[config.mk]
export PLATFORM = sky130hd
export DESIGN_NAME = arith_byte_packer_flat
export DESIGN_NICKNAME = d
export VERILOG_FILES = /design/src/rtl/zpaq_fxa_pkg.sv /design/src/rtl/arith_byte_packer_if.sv /design/src/rtl/arith_byte_packer_axis_out_reg.sv /design/src/rtl/arith_byte_packer.sv /design/src/flat_wrapper.sv
export SDC_FILE = /design/constraint.sdc
export NUM_CORES = 1
export LEC_CHECK = 0
export BUFFER_PORTS_ARGS = -buffer_cell sky130_fd_sc_hd__buf_2
export CAP_MARGIN = 20
export CORE_ASPECT_RATIO = 1.1
export CORE_UTILIZATION = 53
export DETAILED_ROUTE_END_ITERATION = 12
export HOLD_SLACK_MARGIN = 0.1
export PLACE_DENSITY_LB_ADDON = 0.25
export RECOVER_POWER = 25
export SLEW_MARGIN = 20
export SYNTH_ARGS = -nofsm -noshare
export SYNTH_HDL_FRONTEND = slang
export SYNTH_SLANG_ARGS = --single-unit
[constraint.sdc]
create_clock -name clk -period 2.9 [get_ports clk]
set_input_delay 0.435 -clock clk [delete_from_list [all_inputs] [get_ports clk]]
set_output_delay 0.435 -clock clk [all_outputs]
set_load 0.02 [all_outputs]
[src/rtl/zpaq_fxa_pkg.sv]
// Shared types and constants for the arithmetic encoder output packer.
package zpaq_fxa_pkg;

  localparam int unsigned PACK_IN_DW   = 8;
  localparam int unsigned PACK_OUT_DW  = 32;
  localparam int unsigned PACK_LANES   = PACK_OUT_DW / 8;
  localparam int unsigned PACK_LANE_W  = $clog2(PACK_LANES);
  localparam int unsigned PACK_KEEP_XW = PACK_LANES + 1;
  localparam int unsigned PACK_CNT_DW  = 32;

  typedef enum logic [1:0] {
    S_Run,
    S_Close,
    S_Drain
  } packer_state_t;

  typedef struct packed {
    logic [PACK_OUT_DW-1:0] tdata;
    logic [PACK_LANES-1:0]  tkeep;
    logic                   tlast;
  } axis_beat_t;

  // Low n_lanes bits set; n_lanes == 0 yields an empty mask.
  function automatic logic [PACK_LANES-1:0] keep_mask(input logic [PACK_LANE_W:0] n_lanes);
    logic [PACK_LANES:0] one_hot;
    one_hot = PACK_KEEP_XW'(1) << n_lanes;
    return PACK_LANES'(one_hot - PACK_KEEP_XW'(1));
  endfunction

endpackage

[src/rtl/arith_byte_packer_if.sv]
// Byte-stream input, AXI4-Stream output and flush/count sideband of the packer.
interface arith_byte_packer_if;
  import zpaq_fxa_pkg::*;

  logic [PACK_IN_DW-1:0]  byteIn;
  logic                   byteValid;
  logic                   byteReady;
  logic                   flush;
  logic                   flushDone;
  logic [PACK_OUT_DW-1:0] m_tdata;
  logic [PACK_LANES-1:0]  m_tkeep;
  logic                   m_tlast;
  logic                   m_tvalid;
  logic                   m_tready;
  logic [PACK_CNT_DW-1:0] byteCount;

  // Encoder and sink side.
  modport master (
    output byteIn, byteValid, flush, m_tready,
    input  byteReady, flushDone, m_tdata, m_tkeep, m_tlast, m_tvalid, byteCount
  );

  // Packer side.
  modport slave (
    input  byteIn, byteValid, flush, m_tready,
    output byteReady, flushDone, m_tdata, m_tkeep, m_tlast, m_tvalid, byteCount
  );

endinterface

[src/rtl/arith_byte_packer_axis_out_reg.sv]
// AXI4-Stream output holding register; contents only change when free, except
// that a held beat may be promoted to the block's last beat.
module axis_out_reg
  import zpaq_fxa_pkg::*;
(
  input  logic       clk,
  input  logic       rst,
  input  logic       i_load,
  input  logic       i_set_last,
  input  axis_beat_t i_beat,
  input  logic       i_ready,
  output axis_beat_t o_beat,
  output logic       o_valid
);

  axis_beat_t r_beat;
  logic       r_valid;

  always_ff @(posedge clk or posedge rst) begin
    if (rst) begin
      r_beat  <= '0;
      r_valid <= 1'b0;
    end else if (i_load) begin
      r_beat  <= i_beat;
      r_valid <= 1'b1;
    end else if (i_set_last) begin
      r_beat.tlast <= 1'b1;
    end else if (r_valid && i_ready) begin
      r_valid <= 1'b0;
    end
  end

  assign o_beat  = r_beat;
  assign o_valid = r_valid;

endmodule

[src/rtl/arith_byte_packer.sv]
// Packs encoder bytes little-endian into 32-bit AXI4-Stream beats with flush/tlast.
// Define ARITH_PACKER_BYTECNT_EN to build the running byteCount register.
module arith_byte_packer
  import zpaq_fxa_pkg::*;
(
  input logic               clk,
  input logic               rst,
  arith_byte_packer_if.slave bus
);

  packer_state_t          r_state;
  packer_state_t          w_state_nxt;
  logic [PACK_OUT_DW-1:0] r_acc;
  logic [PACK_LANE_W-1:0] r_lane;

  logic                   w_out_free;
  logic                   w_lane_last;
  logic                   w_accept;
  logic                   w_byte_ready;
  logic                   w_load;
  logic                   w_set_last;
  logic                   w_flush_done;
  logic [PACK_OUT_DW-1:0] w_full_word;
  axis_beat_t             w_beat;
  axis_beat_t             w_out_beat;
  logic                   w_out_valid;

  assign w_out_free  = ~w_out_valid | bus.m_tready;
  assign w_lane_last = (r_lane == PACK_LANE_W'(PACK_LANES - 1));
  assign w_accept    = bus.byteValid & w_byte_ready;
  assign w_full_word = {bus.byteIn, r_acc[PACK_OUT_DW-PACK_IN_DW-1:0]};

  always_ff @(posedge clk or posedge rst) begin
    if (rst) r_state <= S_Run;
    else     r_state <= w_state_nxt;
  end

  // Next state plus load/setLast/ready/flushDone controls; flushDone is
  // combinational so it coincides with the handshake of the tlast beat.
  always_comb begin
    w_state_nxt  = r_state;
    w_byte_ready = 1'b0;
    w_load       = 1'b0;
    w_set_last   = 1'b0;
    w_flush_done = 1'b0;
    w_beat       = '0;
    unique case (r_state)
      S_Run: begin
        w_byte_ready = ~w_lane_last | w_out_free;
        if (w_accept && w_lane_last) begin
          w_load       = 1'b1;
          w_beat.tdata = w_full_word;
          w_beat.tkeep = '1;
        end
        if (bus.flush) w_state_nxt = S_Close;
      end
      S_Close: begin
        // Accumulator is zero whenever lane is 0, so a lane-0 load is the null beat.
        if (r_lane == '0 && !w_out_free) begin
          w_set_last  = 1'b1;
          w_state_nxt = S_Drain;
        end else if (w_out_free) begin
          w_load       = 1'b1;
          w_beat.tdata = r_acc;
          w_beat.tkeep = keep_mask({1'b0, r_lane});
          w_beat.tlast = 1'b1;
          w_state_nxt  = S_Drain;
        end
      end
      S_Drain: begin
        if (w_out_valid && bus.m_tready && w_out_beat.tlast) begin
          w_flush_done = 1'b1;
          w_state_nxt  = S_Run;
        end
      end
      default: w_state_nxt = S_Run;
    endcase
  end

  // Accumulator lanes 0..LANES-2; the final lane goes straight to the output register.
  always_ff @(posedge clk or posedge rst) begin
    if (rst) begin
      r_acc  <= '0;
      r_lane <= '0;
    end else if (w_flush_done) begin
      r_acc  <= '0;
      r_lane <= '0;
    end else if (w_accept) begin
      if (w_lane_last) begin
        r_acc  <= '0;
        r_lane <= '0;
      end else begin
        r_acc[32'(r_lane) * PACK_IN_DW +: PACK_IN_DW] <= bus.byteIn;
        r_lane <= r_lane + PACK_LANE_W'(1);
      end
    end
  end

`ifdef ARITH_PACKER_BYTECNT_EN
  logic [PACK_CNT_DW-1:0] r_byte_count;

  always_ff @(posedge clk or posedge rst) begin
    if (rst)               r_byte_count <= '0;
    else if (w_flush_done) r_byte_count <= '0;
    else if (w_accept)     r_byte_count <= r_byte_count + PACK_CNT_DW'(1);
  end

  assign bus.byteCount = r_byte_count;
`else
  assign bus.byteCount = '0;
`endif

  axis_out_reg u_out_reg (
    .clk        (clk),
    .rst        (rst),
    .i_load     (w_load),
    .i_set_last (w_set_last),
    .i_beat     (w_beat),
    .i_ready    (bus.m_tready),
    .o_beat     (w_out_beat),
    .o_valid    (w_out_valid)
  );

  assign bus.byteReady = w_byte_ready;
  assign bus.flushDone = w_flush_done;
  assign bus.m_tdata   = w_out_beat.tdata;
  assign bus.m_tkeep   = w_out_beat.tkeep;
  assign bus.m_tlast   = w_out_beat.tlast;
  assign bus.m_tvalid  = w_out_valid;

endmodule

[src/flat_wrapper.sv]
// flat-port wrapper written by rule: the top's interface ports become plain ports
module arith_byte_packer_flat import zpaq_fxa_pkg::*;
  (clk, rst, bus_byteIn, bus_byteValid, bus_flush, bus_m_tready, bus_byteReady, bus_flushDone, bus_m_tdata, bus_m_tkeep, bus_m_tlast, bus_m_tvalid, bus_byteCount);
  arith_byte_packer_if bus_i ();
  input logic clk;
  input logic rst;
  input wire logic [$bits(bus_i.byteIn)-1:0] bus_byteIn;
  input wire logic [$bits(bus_i.byteValid)-1:0] bus_byteValid;
  input wire logic [$bits(bus_i.flush)-1:0] bus_flush;
  input wire logic [$bits(bus_i.m_tready)-1:0] bus_m_tready;
  output wire logic [$bits(bus_i.byteReady)-1:0] bus_byteReady;
  output wire logic [$bits(bus_i.flushDone)-1:0] bus_flushDone;
  output wire logic [$bits(bus_i.m_tdata)-1:0] bus_m_tdata;
  output wire logic [$bits(bus_i.m_tkeep)-1:0] bus_m_tkeep;
  output wire logic [$bits(bus_i.m_tlast)-1:0] bus_m_tlast;
  output wire logic [$bits(bus_i.m_tvalid)-1:0] bus_m_tvalid;
  output wire logic [$bits(bus_i.byteCount)-1:0] bus_byteCount;
  assign bus_i.byteIn = bus_byteIn;
  assign bus_i.byteValid = bus_byteValid;
  assign bus_i.flush = bus_flush;
  assign bus_i.m_tready = bus_m_tready;
  assign bus_byteReady = bus_i.byteReady;
  assign bus_flushDone = bus_i.flushDone;
  assign bus_m_tdata = bus_i.m_tdata;
  assign bus_m_tkeep = bus_i.m_tkeep;
  assign bus_m_tlast = bus_i.m_tlast;
  assign bus_m_tvalid = bus_i.m_tvalid;
  assign bus_byteCount = bus_i.byteCount;
  arith_byte_packer u_core (.clk(clk), .rst(rst), .bus(bus_i));
endmodule
* Yosys cells after proc, flatten, opt, wreduce, memory -nomap -nowiden *
Index checks and enable logic that the tools add are counted.

word-level totals
  input bits = 13
  bits in registers = 74
  logic and storage cells = 68
  output and inout port bits = 72

operators by class
  muxes and demuxes = 31
  reductions and logical operators = 12
  shift operators = 3
  bitwise gates (word level) = 5
  equality and inequality tests = 7
  add/subtract/negate cells = 3

operator list
  kind                                                    number
  2-to-1 mux 32 bit                                       3
  2-to-1 mux 37 bit                                       2
  one-hot mux 36 bit (2 select lines)                     1
  2-to-1 mux 36 bit                                       1
  negator 5 -> 34 bit                                     1
  variable shift 8 x 34 -> 32 bit (first input constant)  1
  indexed part select 8 x 34 -> 32 bit                    1
  bitwise mux 32 bit                                      1
  2-to-1 mux 1 bit                                        14
  2-to-1 mux 2 bit                                        7
  one-hot mux 2 bit (3 select lines)                      1
  nonzero test 2 bit                                      3
  equality test 2 bit (second input constant)             2
  logical AND 1 bit                                       4
  zero test 2 bit                                         2
  != test 2 bit (second input constant)                   2
  << shifter 1 x 2 -> 4 bit (first input constant)        1
  subtractor 4 x 1 -> 4 bit (second input constant)       1
  != test 3 x 1 -> 1 bit (second input constant)          1
  AND reduction 3 bit                                     1
  adder 2 x 1 -> 2 bit (second input constant)            1
  equality test 2 x 1 -> 1 bit (second input constant)    1
  != test 2 x 1 -> 1 bit (second input constant)          1
  inverter 1 bit                                          2
  other kinds (5)                                         6

* Longest topological paths before layout *
  word-level depth = 10
  mapped depth = 6
  mapped depth without buffers = 5

* Modules after synthesis *
Synthesis repeated with hierarchy kept, for this count alone.

second synthesis, totals
  cells, all modules = 309
  area total of the unflattened synthesis = 3661.0 µm²

modules (own cells, without submodules)
  module             instances  cells each  area each (µm²)  seq. area each (µm²)
  arith_byte_packer  1          225         2210.9           900.9
  axis_out_reg       1          84          1450.1           950.9

* Worst setup path before layout *
No wires, ideal clock.

  path type = reg-to-output
  start point = register u_core.r_lane[0]
  end point = output bus_byteReady
  arrival time = 1.560 ns
  path buffers = 1
  slack = 0.905 ns
  required time = 2.465 ns
  stages on the path, launching flop included = 5
  cells stage by stage = dfrtp_1 ha_1 clkbuf_1 and3b_1 nor3_1

between the ends
  cells in the longest elaborated chain, start to end = 4

RTL lines
  element                   RTL line                 RTL
  start: declaration        arith_byte_packer.sv:14  logic [PACK_LANE_W-1:0] r_lane;
  start signal: assignment  arith_byte_packer.sv:94  r_lane <= r_lane + PACK_LANE_W'(1);
  equality test 2 bit       arith_byte_packer.sv:29  assign w_lane_last = (r_lane == PACK_LANE_W'(PACK_LANES - 1));
  inverter 1 bit            arith_byte_packer.sv:49  w_byte_ready = ~w_lane_last | w_out_free;
  OR 1 bit                  arith_byte_packer.sv:49
  2-to-1 mux 1 bit          arith_byte_packer.sv:47  unique case (r_state)
  end: declaration          flat_wrapper.sv:11       output wire logic [$bits(bus_i.byteReady)-1:0] bus_byteReady;

No other way between the ends.

* Worst setup path in the final report *
  start point = register u_core.r_state[1]
  end point = output bus_flushDone

between the ends
  cells in the longest elaborated chain, start to end = 2

RTL lines
  element                   RTL line                 RTL
  start: declaration        arith_byte_packer.sv:11  packer_state_t r_state;
  start signal: assignment  arith_byte_packer.sv:34  if (rst) r_state <= S_Run;
  start signal: assignment  arith_byte_packer.sv:35  else r_state <= w_state_nxt;
  equality test 2 bit       arith_byte_packer.sv:47
  2-to-1 mux 1 bit          arith_byte_packer.sv:47
  end: declaration          flat_wrapper.sv:12       output wire logic [$bits(bus_i.flushDone)-1:0] bus_flushDone;

No other way between the ends.

==> results.py <==
metrics = {
    "critical_path": {
        "path_delay_family": "flip-flops",
        "cp_num_buf_inv": 3,
        "slowest_delay_ps": 580,
        "critical_path.reg2reg.endpoint": "u_core.u_out_reg.o_beat[8]",
        "worstPathCellList": "or3b_1 -> buf_4 -> inv_1 -> buf_2",
        "worstPathRequired_ps": 2470,
        "reg2regPathDepth": 5,
        "critical_path.slowest_cell": "dfrtp_1",
        "worst-endpoint-arrival_ps": 1840,
        "setup.worst_path.end_class": "primary output",
        "setup.worst_path.class": "flip-flop to primary output",
        "startpoint_type": "flip-flop",
        "worst_r2r_startpoint": "u_core.r_lane[0]",
        "max_fanout_on_critical_path": 33,
        "r2r_setup_slack_ps": 870,
    },
    "floorplan": {
        "num_rows": 29,
        "number_of_i_o_pins": 85,
        "coreArea_um2": 5910,
        "initial_core_util_pct": 56.5,
        "die_area_um2": 6630,
        "fp.dieH_um": 85.3,
        "chipWidth_um": 77.7,
    },
    "job": {
        "timing.max_cap.violations": 0,
    },
    "cells_and_area": {
        "number_of_diodes": 0,
        "layout.cells.most_common": "dfrtp_1",
        "nNetsFinal": 321,
        "mostFrequentLayoutCells": "dfrtp_1 (74), buf_2 (52), conb_1 (32)",
        "area_growth_from_synthesis_to_layout_pct": 9.17,
        "fin_cells": 383,
        "final_util_pct": 61.7,
        "post_route_cells_drive_above_1_share_pct": 31.4,
        "fill_count": 493,
        "post-route-cell-area_um2": 3650,
    },
    "route": {
        "route.final.wire_length_mm": 6.50,
        "met1_length_mm": 3.05,
        "routed-via-count": 2139,
        "detail_route.iter0.violations": 129,
        "routed_via_density": 5.58,
        "met2RoutedLength_mm": 3.01,
        "drt.antenna.violating_nets": 0,
        "route.detailed.wl_per_inst_um": 17.0,
        "wl_met3_um": 284,
        "first_pass_detailed_route_iteration_total": 4,
        "remaining_drcs": 0,
        "dr.max_layer_used": "met4",
    },
    "timing": {
        "timing.final.crit_period_ps": 2270,
        "hold_viol": 0,
        "layout_worst_path_cycle_share_pct": 78.4,
        "worstMarginPinSlew_ps": 1380,
        "final.setup_skew_ps": 7.32,
        "final-setup-viol-count": 0,
        "grt_setup_unrepaired": "no",
        "fmax_mhz": 440,
        "final_count_of_pins_violating_max_slew": 0,
        "finalSetupTns_ps": 0,
        "headroom_to_the_max_slew_limit_pct": 7.80,
    },
    "logic_synthesis": {
        "synthCells": 253,
        "synthAdderAreaFrac_pct": 1.87,
        "synth_edf_count": 0,
        "synth_top_flop_cell": "dfrtp_1",
        "yosys.area_share.simple_pct": 9.88,
        "netlist_area_um2": 3340,
        "synth_seq_area_share_pct": 55.4,
        "synth.area.mux_share_pct": 8.50,
        "synth.lib_cells_used.distinct": 41,
        "ys_warn_count": 0,
        "synth-xor-area-share_pct": 0.262,
        "ys_async_sr_fraction_pct": 100,
        "combinational_family_with_the_most_area_after_synthesis": "compound AO/OA/AOI/OAI gates",
        "synth_area_in_compound_gates_pct": 13.0,
        "synth.ff_latch_count": 74,
        "syn-mean-instance-area_um2": 13.2,
    },
    "outcome": {
        "run_status": "completed",
    },
    "power_and_ir_drop": {
        "pwr_density_cell_nw_per_um2": 998,
        "power.ir.vdd_worst_mv": 0.583,
        "totalPowerFinal_mw": 3.64,
        "leakagePower_nw": 1.95,
    },
    "min_path": {
        "hold_path.startpoint": "bus_flush",
        "holdPathEnd": "u_core.r_state[0]",
        "timing.hold.worst.class": "primary input to flip-flop",
        "count_of_cells_along_the_worst_hold_path": 3,
    },
    "grt": {
        "grt_first_pass_wirelength_mm": 10.8,
        "grt_pass1_vias": 2076,
        "grt_max_degree": 37,
        "grt_antenna_before_repair": 0,
        "aggregate_global_routing_overflow": 0,
        "grt_util_overall_pct": 21.5,
    },
    "place": {
        "post-dp-hpwl_mm": 4.52,
        "placed_cells_incl_taps": 369,
        "buffer_ports.inserted": 52,
        "gp_congestion": 0.900,
        "placedInstanceArea_um2": 3490,
    },
    "clock_tree": {
        "cts_setup_buffers": 0,
        "ctsHtreeMaxLevel": 3,
        "tritoncts": "done",
        "cts_resized": 0,
        "cts.path.max_buffers": 2,
        "cts_inserted_buffers": 9,
        "clock_latency_ps": 340,
        "clock-sinks": 74,
        "clk_pin_slew_worst_paths_ps": 60,
        "cts_root_buffer": "clkbuf_8",
        "ctsHoldBuffers": 0,
    },
}
-- synth_stat cells (2+ instances only) --
cell type | n | area (µm²)
dfrtp_1 | 74 | 1850
buf_4 | 35 | 263
a32o_1 | 24 | 240
mux2_2 | 21 | 236
and3_1 | 17 | 106
a221o_1 | 9 | 90.1
clkbuf_1 | 6 | 22.5
nand3_1 | 6 | 30.0
buf_6 | 5 | 56.3
ha_1 | 5 | 62.6
o211ai_1 | 5 | 37.5
o21ai_0 | 5 | 25.0
inv_1 | 4 | 15.0
nand2_1 | 3 | 11.3
nand2b_1 | 3 | 18.8
a21oi_1 | 2 | 10.0
and4_1 | 2 | 17.5
buf_2 | 2 | 10.0
mux2_1 | 2 | 22.5
nor3b_1 | 2 | 15.0
-- per-layer routing --
layer | track usage (%) | vias to the layer above
li1 | - | 981
met1 | 30.7 | 1069
met2 | 31.6 | 74
met3 | 3.98 | 15
met4 | 10.8 | 0
met5 | 0 | -
-- tightest hold or removal path, stage by stage --
cell and delay [ps]:
buf_2 70, mux2i_1 50, nor2_1 80
-- state kept, by name, summed over array words and instances (netlist names) --
register                  cells
u_core.r_acc                 32
u_core.r_lane                 2
u_core.r_state                2
u_core.u_out_reg.o_beat      37
u_core.u_out_reg.o_valid      1
-- cell type report --
cell class / instances / area, µm² / area share (%)
multi-input cells: 158 / 1240 / 34.0
inverters: 4 / 15.0 / 0.412
well taps: 77 / 96.3 / 2.64
clock inverters: 3 / 17.5 / 0.480
flip-flops and latches: 74 / 1850 / 50.8
repair buffers: 56 / 287 / 7.85
clock buffers: 11 / 141 / 3.88
-- where the power goes --
group | internal [mW] | switching (mW) | total, mW
registers | 1.36 | 0.233 | 1.60
logic | 0.564 | 0.813 | 1.38
clock network | 0.322 | 0.348 | 0.670
-- metrics by stage --
| step | setup WS [ps] | hold WS (ps) |
|---|---|---|
| 2_1_floorplan | 583 | 465 |
| 3_3_place_gp | 921 | 462 |
| 3_5_place_dp | 881 | 488 |
| 4_1_cts | 616 | 256 |
| 5_1_grt | 520 | 380 |
| 6_report | 627 | 344 |
-- how the worst max path moves through the flow --
stage / from / endpoint / depth (start not counted)
global route: u_core.r_state[1] / bus_flushDone / 4
floorplan: rst / u_core.r_acc[0] / 1
finish: u_core.r_state[1] / bus_flushDone / 4
global placement: bus_m_tready / bus_flushDone / 6
CTS: u_core.r_state[1] / bus_flushDone / 4
detailed placement: u_core.r_lane[0] / u_core.u_out_reg.o_beat[8] / 5
-- cells by family (layout without fill, tap and decap cells) --
logic type | count (synthesis) | after routing
AOI/OAI and AO/OA | 49 | 49
xor gates and xnor gates | 1 | 1
adders and majority gates | 5 | 5
buffers and inverters | 52 | 74
DFF | 74 | 74
muxes | 25 | 25
other | 1 | 32
and+or+nand+nor | 46 | 46
Power figures use the tool's default switching activity.
